File: config.mk
export PLATFORM = sky130hd
export DESIGN_NAME = noc_stream_arbiter
export DESIGN_NICKNAME = d
export VERILOG_FILES = /design/src/rtl/noc_arb_pkg.sv /design/src/rtl/noc_axis_skid.sv /design/src/rtl/noc_stream_arbiter.sv
export SDC_FILE = /design/constraint.sdc
export NUM_CORES = 1
export LEC_CHECK = 0
export ABC_AREA = 1
export CAP_MARGIN = 10
export CORE_AREA = 2 2 144 146
export CTS_BUF_LIST = sky130_fd_sc_hd__clkbuf_8
export CTS_CLUSTER_SIZE = 20
export DETAILED_ROUTE_END_ITERATION = 7
export DIE_AREA = 0 0 146 148
export PLACE_DENSITY_LB_ADDON = 0.15
export REMOVE_ABC_BUFFERS = 1
export SYNTH_ARGS = -nofsm -noshare
export SYNTH_HDL_FRONTEND = slang
export SYNTH_SLANG_ARGS = --single-unit
export TNS_END_PERCENT = 20
File: constraint.sdc
create_clock -name clk_line -period 3 [get_ports clk_line]
set_input_delay 0.3 -clock clk_line [delete_from_list [all_inputs] [get_ports clk_line]]
set_output_delay 0.3 -clock clk_line [all_outputs]
set_load 0.03 [all_outputs]
File: src/rtl/noc_arb_pkg.sv
`default_nettype none
// ============================================================================
// Package : noc_arb_pkg
// Brief   : Shared types and constants for the tile NoC egress stream arbiter.
// Rev     : 1.0
// ============================================================================
package noc_arb_pkg;

    typedef enum logic [1:0] {
        ARB_IDLE  = 2'd0,
        ARB_PASS  = 2'd1,
        ARB_DRAIN = 2'd2
    } arb_state_e;

    localparam int ARB_FIXED = 0;
    localparam int ARB_RR    = 1;

    localparam int SRC_NOC  = 0;
    localparam int SRC_SPY  = 1;
    localparam int SRC_MEM  = 2;
    localparam int SRC_PCPI = 3;

    localparam int CNT_W = 17;

endpackage
`default_nettype wire

File: src/rtl/noc_axis_skid.sv
`default_nettype none
// ============================================================================
// Module : noc_axis_skid
// Brief  : Two-entry AXI-Stream register slice; in_ready is a pure flop output.
// Rev    : 1.0
// ============================================================================
module noc_axis_skid #(
    parameter int DATA_W = 32
) (
    input  logic                clk,
    input  logic                rst,
    input  logic                in_valid,
    output logic                in_ready,
    input  logic [DATA_W-1:0]   in_data,
    input  logic [DATA_W/8-1:0] in_keep,
    input  logic                in_last,
    output logic                out_valid,
    input  logic                out_ready,
    output logic [DATA_W-1:0]   out_data,
    output logic [DATA_W/8-1:0] out_keep,
    output logic                out_last
);

    localparam int KEEP_W = DATA_W / 8;
    localparam int PAY_W  = DATA_W + KEEP_W + 1;

    logic [PAY_W-1:0] out_pay_q, out_pay_d;
    logic [PAY_W-1:0] skid_pay_q, skid_pay_d;
    logic             out_valid_q, out_valid_d;
    logic             skid_valid_q, skid_valid_d;
    logic             in_ready_q, in_ready_d;
    logic [PAY_W-1:0] in_pay;
    logic             in_fire;
    logic             out_free;

    assign in_pay   = {in_last, in_keep, in_data};
    assign in_fire  = in_valid & in_ready_q;
    assign out_free = ~out_valid_q | out_ready;

    always_comb begin
        out_pay_d    = out_pay_q;
        skid_pay_d   = skid_pay_q;
        out_valid_d  = out_valid_q;
        skid_valid_d = skid_valid_q;
        if (out_free) begin
            if (skid_valid_q) begin
                out_valid_d  = 1'b1;
                out_pay_d    = skid_pay_q;
                skid_valid_d = 1'b0;
            end else begin
                out_valid_d = in_fire;
                if (in_fire) begin
                    out_pay_d = in_pay;
                end
            end
        end else if (in_fire) begin
            skid_valid_d = 1'b1;
            skid_pay_d   = in_pay;
        end
        // Ready next cycle only if the skid entry will be empty.
        in_ready_d = ~skid_valid_d;
    end

    always_ff @(posedge clk or posedge rst) begin
        if (rst) begin
            out_pay_q    <= '0;
            skid_pay_q   <= '0;
            out_valid_q  <= 1'b0;
            skid_valid_q <= 1'b0;
            in_ready_q   <= 1'b0;
        end else begin
            out_pay_q    <= out_pay_d;
            skid_pay_q   <= skid_pay_d;
            out_valid_q  <= out_valid_d;
            skid_valid_q <= skid_valid_d;
            in_ready_q   <= in_ready_d;
        end
    end

    assign in_ready                         = in_ready_q;
    assign out_valid                        = out_valid_q;
    assign {out_last, out_keep, out_data}   = out_pay_q;

endmodule
`default_nettype wire

File: src/rtl/noc_stream_arbiter.sv
`default_nettype none
// ============================================================================
// Module : noc_stream_arbiter
// Brief  : N-source AXI-Stream packet arbiter with beat watchdog and skid output.
// Rev    : 1.0
// ============================================================================
module noc_stream_arbiter
    import noc_arb_pkg::*;
#(
    parameter int NUM_SRC   = 4,
    parameter int DATA_W    = 32,
    parameter int ARB_MODE  = 0,
    parameter int MAX_BEATS = 256
) (
    input  logic                        clk_line,
    input  logic                        clk_line_rst_high,
    input  logic [NUM_SRC-1:0]          stream_in_TVALID,
    output logic [NUM_SRC-1:0]          stream_in_TREADY,
    input  logic [NUM_SRC*DATA_W-1:0]   stream_in_TDATA,
    input  logic [NUM_SRC*DATA_W/8-1:0] stream_in_TKEEP,
    input  logic [NUM_SRC-1:0]          stream_in_TLAST,
    output logic                        stream_out_TVALID,
    input  logic                        stream_out_TREADY,
    output logic [DATA_W-1:0]           stream_out_TDATA,
    output logic [DATA_W/8-1:0]         stream_out_TKEEP,
    output logic                        stream_out_TLAST,
    output logic [NUM_SRC-1:0]          grant,
    output logic                        err_trunc
);

    localparam int               KEEP_W  = DATA_W / 8;
    localparam int               PTR_W   = $clog2(NUM_SRC);
    localparam logic [CNT_W-1:0] CNT_MAX = '1;

    arb_state_e         state_q, state_d;
    logic [PTR_W-1:0]   owner_q, owner_d;
    logic [PTR_W-1:0]   rr_ptr_q, rr_ptr_d;
    logic [CNT_W-1:0]   cnt_q, cnt_d, cnt_inc;
    logic               err_trunc_q, err_trunc_d;

    logic [PTR_W-1:0]   arb_base, win_idx, sel_idx;
    logic               win_found;
    logic [NUM_SRC-1:0] win_oh, owner_oh, ready;
    logic               sel_last, fire, beat_is_max, trunc;
    logic [DATA_W-1:0]  sel_data;
    logic [KEEP_W-1:0]  sel_keep;
    logic               slice_ready, slice_in_valid, slice_in_last;

    function automatic logic [PTR_W-1:0] wrap_add(input logic [PTR_W-1:0] base, input int k);
        int s;
        s = int'(base) + k;
        if (s >= NUM_SRC) begin
            s = s - NUM_SRC;
        end
        return PTR_W'(s);
    endfunction

    assign arb_base = (ARB_MODE == ARB_RR) ? rr_ptr_q : '0;

    // First valid source scanning upward from arb_base with wrap.
    always_comb begin
        win_found = 1'b0;
        win_idx   = '0;
        for (int k = 0; k < NUM_SRC; k++) begin
            if (!win_found && stream_in_TVALID[wrap_add(arb_base, k)]) begin
                win_found = 1'b1;
                win_idx   = wrap_add(arb_base, k);
            end
        end
    end

    assign win_oh   = win_found ? (NUM_SRC'(1) << win_idx) : '0;
    assign owner_oh = NUM_SRC'(1) << owner_q;
    assign sel_idx  = (state_q == ARB_IDLE) ? win_idx : owner_q;
    assign sel_last = stream_in_TLAST[sel_idx];
    assign sel_data = stream_in_TDATA[sel_idx*DATA_W +: DATA_W];
    assign sel_keep = stream_in_TKEEP[sel_idx*KEEP_W +: KEEP_W];

    always_comb begin
        ready = '0;
        case (state_q)
            ARB_IDLE:  ready = slice_ready ? win_oh : '0;
            ARB_PASS:  ready = slice_ready ? owner_oh : '0;
            ARB_DRAIN: ready = owner_oh;
            default:   ready = '0;
        endcase
    end

    assign fire        = |(stream_in_TVALID & ready);
    assign beat_is_max = (MAX_BEATS != 0) && ((32'(cnt_q) + 32'd1) == 32'(MAX_BEATS));
    assign trunc       = fire & (state_q != ARB_DRAIN) & beat_is_max & ~sel_last;
    assign cnt_inc     = (cnt_q == CNT_MAX) ? cnt_q : cnt_q + 1'b1;

    assign slice_in_valid = fire & (state_q != ARB_DRAIN);
    assign slice_in_last  = sel_last | trunc;

    always_comb begin
        state_d     = state_q;
        owner_d     = owner_q;
        rr_ptr_d    = rr_ptr_q;
        cnt_d       = cnt_q;
        err_trunc_d = trunc;
        case (state_q)
            ARB_IDLE: begin
                if (fire) begin
                    owner_d = win_idx;
                    if (trunc) begin
                        state_d = ARB_DRAIN;
                        cnt_d   = cnt_inc;
                    end else if (sel_last) begin
                        rr_ptr_d = wrap_add(win_idx, 1);
                    end else begin
                        state_d = ARB_PASS;
                        cnt_d   = cnt_inc;
                    end
                end
            end
            ARB_PASS: begin
                if (fire) begin
                    cnt_d = cnt_inc;
                    if (trunc) begin
                        state_d = ARB_DRAIN;
                    end else if (sel_last) begin
                        state_d  = ARB_IDLE;
                        rr_ptr_d = wrap_add(owner_q, 1);
                        cnt_d    = '0;
                    end
                end
            end
            ARB_DRAIN: begin
                if (fire) begin
                    cnt_d = cnt_inc;
                    if (sel_last) begin
                        state_d  = ARB_IDLE;
                        rr_ptr_d = wrap_add(owner_q, 1);
                        cnt_d    = '0;
                    end
                end
            end
            default: state_d = ARB_IDLE;
        endcase
    end

    always_ff @(posedge clk_line or posedge clk_line_rst_high) begin
        if (clk_line_rst_high) begin
            state_q     <= ARB_IDLE;
            owner_q     <= '0;
            rr_ptr_q    <= '0;
            cnt_q       <= '0;
            err_trunc_q <= 1'b0;
        end else begin
            state_q     <= state_d;
            owner_q     <= owner_d;
            rr_ptr_q    <= rr_ptr_d;
            cnt_q       <= cnt_d;
            err_trunc_q <= err_trunc_d;
        end
    end

    noc_axis_skid #(
        .DATA_W (DATA_W)
    ) u_skid (
        .clk       (clk_line),
        .rst       (clk_line_rst_high),
        .in_valid  (slice_in_valid),
        .in_ready  (slice_ready),
        .in_data   (sel_data),
        .in_keep   (sel_keep),
        .in_last   (slice_in_last),
        .out_valid (stream_out_TVALID),
        .out_ready (stream_out_TREADY),
        .out_data  (stream_out_TDATA),
        .out_keep  (stream_out_TKEEP),
        .out_last  (stream_out_TLAST)
    );

    assign stream_in_TREADY = ready;
    assign grant            = (state_q == ARB_IDLE) ? '0 : owner_oh;
    assign err_trunc        = err_trunc_q;

endmodule
`default_nettype wire

After elaboration in Yosys (flattened, before gate mapping)
Index checks and enable logic that the tools add are counted.

word-level totals
  word-level logic and storage cells = 88
  output and inout port bits = 47
  input port bits = 155
  bits in registers = 99

operators by class
  add/sub/neg operators = 2
  $lt $le $gt $ge = 1
  shifts and indexed selects = 4
  reduce and logical (&&, ||, !) cells = 15
  bitwise operators = 11
  equality and inequality tests = 9
  muxes and demuxes = 37

operators with widths
  kind                                              number
  two-way mux 17 bit                                8
  variable part select 128 x 8 -> 32 bit            1
  two-way mux 37 bit                                2
  one-hot mux 17 bit (3 select lines)               1
  two-way mux 2 bit                                 10
  adder 17 x 1 -> 18 bit (second input constant)    1
  == test 18 x 9 -> 1 bit (second input constant)   1
  adder 17 x 1 -> 17 bit (second input constant)    1
  == test 17 bit (second input constant)            1
  two-way mux 4 bit                                 4
  variable part select 16 x 5 -> 4 bit              1
  one-hot mux 4 bit (3 select lines)                1
  two-way mux 1 bit                                 9
  != test 2 bit (second input constant)             4
  << shifter 1 x 2 -> 4 bit (first input constant)  2
  one-hot mux 2 bit (3 select lines)                1
  AND reduction 2 bit                               3
  AND reduction 5 bit                               1
  AND 1 bit                                         4
  AND 4 bit                                         1
  NOT 1 bit                                         4
  AND reduction 4 bit                               1
  OR reduction 4 bit                                1
  logical AND 1 bit                                 3
  other kinds (10)                                  13

Depth between registers and ports, before layout
Gate-level depths: netlist of run 1.

  word-level depth = 22
  depth in mapped cells = 18
  gate-level depth less buffers = 18

Modules after synthesis
From an unflattened synthesis of run 1, not the netlist that was laid out.

unflattened totals
  cells, all modules = 948
  area, all modules = 6,412.4 um^2

by module, submodules not included
  module              cells an instance  seq. area each (um^2)  area each (um^2)  instances
  noc_axis_skid       448                1,926.8                3,498.4           1
  noc_stream_arbiter  500                550.5                  2,914.0           1

Least setup slack after synthesis of run 1
No wires, ideal clock.

  path type = register -> register
  start = register cnt_q[1]
  end = register state_q[0]
  stages on the path, launching flop included = 18
  setup time = 0.117 ns
  path buffers = 0
  arrival = 2.226 ns
  setup slack = 0.656 ns
  period minus slack after synthesis = 2.344 ns
  data required time = 2.883 ns
  cell sequence = dfrtp_1 ha_1 nand3_2 nor2_4 nand2_1 nor3_1 nand3_1 ha_1 inv_1 nand2_1 nor2_1 nand3_1 nor2_1 nand3_1 nor3_1 nand3_1 nand3_1 nand2_1

on the way
  word-level cells in the longest chain between the ends = 7

RTL lines
  item                                  RTL line                                              text
  start: declaration                    noc_stream_arbiter.sv:38                              logic [CNT_W-1:0] cnt_q, cnt_d, cnt_inc;
  start signal: assignment              noc_stream_arbiter.sv:155                             cnt_q <= cnt_d;
  adder 17 x 1 -> 18 bit (*)            noc_stream_arbiter.sv:90                              assign beat_is_max = (MAX_BEATS != 0) && ((32'(cnt_q) + 32'd1) == 32'(MAX_BEATS));
  == test 18 x 9 -> 1 bit (*)           noc_stream_arbiter.sv:90
  AND 1 bit (*) (2 in series)           noc_stream_arbiter.sv:91                              assign trunc = fire & (state_q != ARB_DRAIN) & beat_is_max & ~sel_last;
  two-way mux 2 bit (on tied branches)  noc_stream_arbiter.sv:121, noc_stream_arbiter.sv:107
  two-way mux 2 bit (on tied branches)  noc_stream_arbiter.sv:119, noc_stream_arbiter.sv:105
  one-hot mux 2 bit (3 select lines)    noc_stream_arbiter.sv:103                             case (state_q)
  end signal: assignment                noc_stream_arbiter.sv:152                             state_q <= state_d;
  end: declaration                      noc_stream_arbiter.sv:35                              arb_state_e state_q, state_d;

Every way passes the cells marked *; elsewhere a longest branch is shown, timed or not. The select of a mux whose other input is x is not followed.
A chain may end at the register's enable or synchronous reset.

Worst setup path after layout of run 1
  start = register state_q[0]
  end = output port stream_in_TREADY[3]

on the way
  word-level cells in the longest chain between the ends = 2

RTL lines
  item                                         RTL line                  text
  == test 2 bit, or another cell as far along  noc_stream_arbiter.sv:81  case (state_q)
  one-hot mux 4 bit (3 select lines) (*)       noc_stream_arbiter.sv:81
  end: declaration                             noc_stream_arbiter.sv:18  output logic [NUM_SRC-1:0] stream_in_TREADY,

Every way passes the cells marked *; elsewhere a longest branch is shown, timed or not.

==> impl_metrics.json, run 1 <==
{
  "insertion_delay_ns": 0.38,
  "r2r_cells": 13,
  "arrival_ns": 2.48,
  "initial_core_util": 0.345,
  "chipHeight_um": 148,
  "dr.pass1.iters": 5,
  "rows": 52,
  "multi_input_area_um2": 3670,
  "ys_top_cells_by_area": "dfrtp_1 (36%), nand2_1 (17%), nand3_1 (13%)",
  "synthFlopType": "dfrtp_1",
  "synth.distinct_cells": 36,
  "min_path_type": "input pin to asynchronous set/reset pin",
  "postCtsResizedCells": 0,
  "cts_tree": "done",
  "drive_gt1_frac": 0.109,
  "grt_util_all_layers": 0.191,
  "htree_num_levels": 3,
  "cts-buffers-inserted": 9,
  "clock_skew_ns": 0.0155,
  "synthTopCellsByCount": "nand2_1 (307), nand3_1 (185), dfrtp_1 (99), inv_1 (75), o21ai_0 (40)",
  "path_class": "register to primary output",
  "yosys.area_share.adder": 0.0145,
  "gp_congestion": 0.929,
  "highest_layer": "met4",
  "async_reset_ff_frac": 1.00,
  "status": "complete, no violations",
  "synth_top_family_by_area": "simple AND/OR/NAND/NOR gates",
  "fp.dieW_um": 146,
  "wl_per_cell_um": 14.6,
  "r2r_end": "u_skid.skid_pay_q[32]",
  "core_um2": 20000,
  "p_per_area_nw_per_um2": 928,
  "routed-wl-met3_um": 910,
  "synth_xor_area_frac": 0.00633,
  "slew_headroom": 0.499,
  "cts_sinks": 99,
  "drc": 0,
  "io_pins": 202,
  "drv_cap": 0,
  "p_leak_nw": 4.21,
  "hold_buffers": 0,
  "finalNonFillerCells": 1409,
  "reg2reg_slack_ns": 0.39,
  "hold_violations": 0,
  "cp_max_fo": 10,
  "ys.warnings.count": 0,
  "synth-compound-area-share": 0.110,
  "end_kind": "primary output",
  "ys_seq_area_frac": 0.358,
  "clkTransAtPathRegs_ns": 0.10,
  "ir_drop_mv": 0.395,
  "antenna_found_initial": 0,
  "first_global_vias": 6497,
  "power_mw": 8.54,
  "dp_hpwl_mm": 14.9,
  "synth_area_um2": 6920,
  "fillerInstances": 2085,
  "drtAntennaViolNets": 0,
  "drt_iter0_drc": 258,
  "ys_ff_latch": 99,
  "tightest_slew_ns": 0.751,
  "fmax_ghz": 0.360,
  "grt_pass1_wl_mm": 33.6,
  "grt_max_degree": 74,
  "fin_hold_ws_ns": 0.310,
  "cts_root_buffer": "clkbuf_8",
  "dp_cells": 1394,
  "cts_setup_buffers": 0,
  "syn_to_final_growth_pct": 33.1,
  "synth.avg_cell_area_um2": 7.18,
  "port_buffers": 201,
  "synth_top_area_frac": 0.358,
  "synthMuxAreaShare": 0,
  "syn_inst": 963,
  "diodes": 0,
  "synth-edff-count": 0,
  "crit_end": "stream_in_TREADY[3]",
  "cp.required_ns": 2.70,
  "seqCellArea_um2": 2480,
  "dieArea_um2": 21600,
  "fin_util": 0.460,
  "min_period_ns": 2.78,
  "yosysMostFrequentCell": "nand2_1",
  "rsz0062_at_grt": "no",
  "crit_start": "state_q[0]",
  "slew_violations": 0,
  "wl_met1_mm": 9.23,
  "reg2reg_from": "state_q[0]",
  "worst_setup_path_start_kind": "register",
  "period_share": 0.926,
  "nets": 1298,
  "grt-ovfl-total": 0,
  "vias_per_cell": 4.84,
  "wl_met2_mm": 10.0,
  "routed_wl_mm": 20.6,
  "vias": 6818,
  "yosysTopAreaCell": "dfrtp_1",
  "cts_buffer_depth": 2,
  "synthSimpleGateAreaFrac": 0.399,
  "report.final.setup_viol": 0
}
[state kept, by name (all words and copies together) (netlist names)]
| signal | flops |
|---|---|
| u_skid.out_pay_q | 37 |
| u_skid.skid_pay_q | 37 |
| cnt_q | 17 |
| owner_q | 2 |
| state_q | 2 |
| err_trunc | 1 |
| u_skid.in_ready | 1 |
| u_skid.out_valid | 1 |
| u_skid.skid_valid_q | 1 |
[power by group]
group	leakage, nW	internal, mW	switching [mW]	total (mW)
Clock	0.0852	0.325	0.487	0.812
Combinational	2.87	2.01	3.54	5.55
Sequential	1.25	1.92	0.268	2.18
[stage by stage]
step                area (um^2)  TNS, ns  worst slack [ns]
global route               9210        0           0.00916
CTS                        9210        0             0.163
floorplan                  6440    -9.95            -0.521
detailed placement         9030        0             0.364
global placement           9030        0             0.409
finish                     9210        0             0.221
[kinds of logic (layout without fill, tap and decap cells)]
kind of cell             after synthesis  in the layout
flip-flops                            99             99
buffers and inverters                140            316
AND/OR/NAND/NOR                      589            589
XOR/XNOR                               5              5
AO/OA/AOI/OAI                        122            122
adder cells (fa/ha/maj)                8              8
[placed cells by master, fill, tap and decap left out]
cell type	netlist	layout
or2_2	1	1
nand3_1	185	185
inv_6	0	2
nand3b_1	4	4
nand4_2	1	1
nand2_4	1	1
o211ai_1	11	11
nor3_1	7	7
nand3_2	35	35
a21o_1	1	1
xor2_1	5	5
nand4_1	4	4
buf_12	3	6
dfrtp_1	99	99
inv_2	2	3
ha_1	8	8
nor4_1	1	1
nor2_2	5	4
o21ai_1	29	29
inv_1	75	73
clkinv_4	1	1
a21oi_1	8	8
clkinv_2	1	2
clkdlybuf4s50_1	0	201
o21ai_2	31	31
clkbuf_8	0	10
o21ai_0	40	40
nand2_1	307	307
nand2_2	6	6
inv_4	0	1
clkinvlp_4	0	2
o21bai_1	2	2
nor2_4	2	3
buf_4	3	15
nor2_1	30	30
[metal layers]
layer | GRT usage | vias up
met5 | 0 | -
met4 | 0.0631 | 0
met3 | 0.0321 | 27
met2 | 0.331 | 149
met1 | 0.244 | 3138
li1 | - | 3504
[how the worst min path moves through the flow]
stage	from	to	slack (ns)	depth (start not counted)
floorplan	u_skid.skid_pay_q[0]	u_skid.skid_pay_q[0]	0.48	2
global placement	u_skid.out_pay_q[34]	u_skid.out_pay_q[34]	0.46	2
detailed placement	u_skid.out_pay_q[36]	u_skid.out_pay_q[36]	0.46	2
CTS	clk_line_rst_high	u_skid.out_pay_q[14]	0.31	2
global route	clk_line_rst_high	u_skid.out_pay_q[14]	0.35	2
finish	clk_line_rst_high	u_skid.out_pay_q[14]	0.31	2
[final cells by class]
type,count,share of cell area
Inverter,79,0.0331
Sequential cell,99,0.269
Multi-Input combinational cell,724,0.398
Timing Repair Buffer,222,0.244
Tap cell,270,0.0367
Clock buffer,10,0.0149
Clock inverter,5,0.00408
[worst max-delay path, stage by stage (launching register included)]
cell and delay [ns]:
dfrtp_1 0.43, inv_1 0.11, ha_1 0.38, nand2_1 0.08, inv_1 0.12, nand4_1 0.12, a21oi_1 0.17, clkdlybuf4s50_1 0.69
Power figures use the tool's default switching activity.
==> inputs of run 2 (changes only) <==
- SLEW_MARGIN: not set -> 20
==> results of run 2 <==
The final DEF is identical to that of run 1; final timing and power are the same.
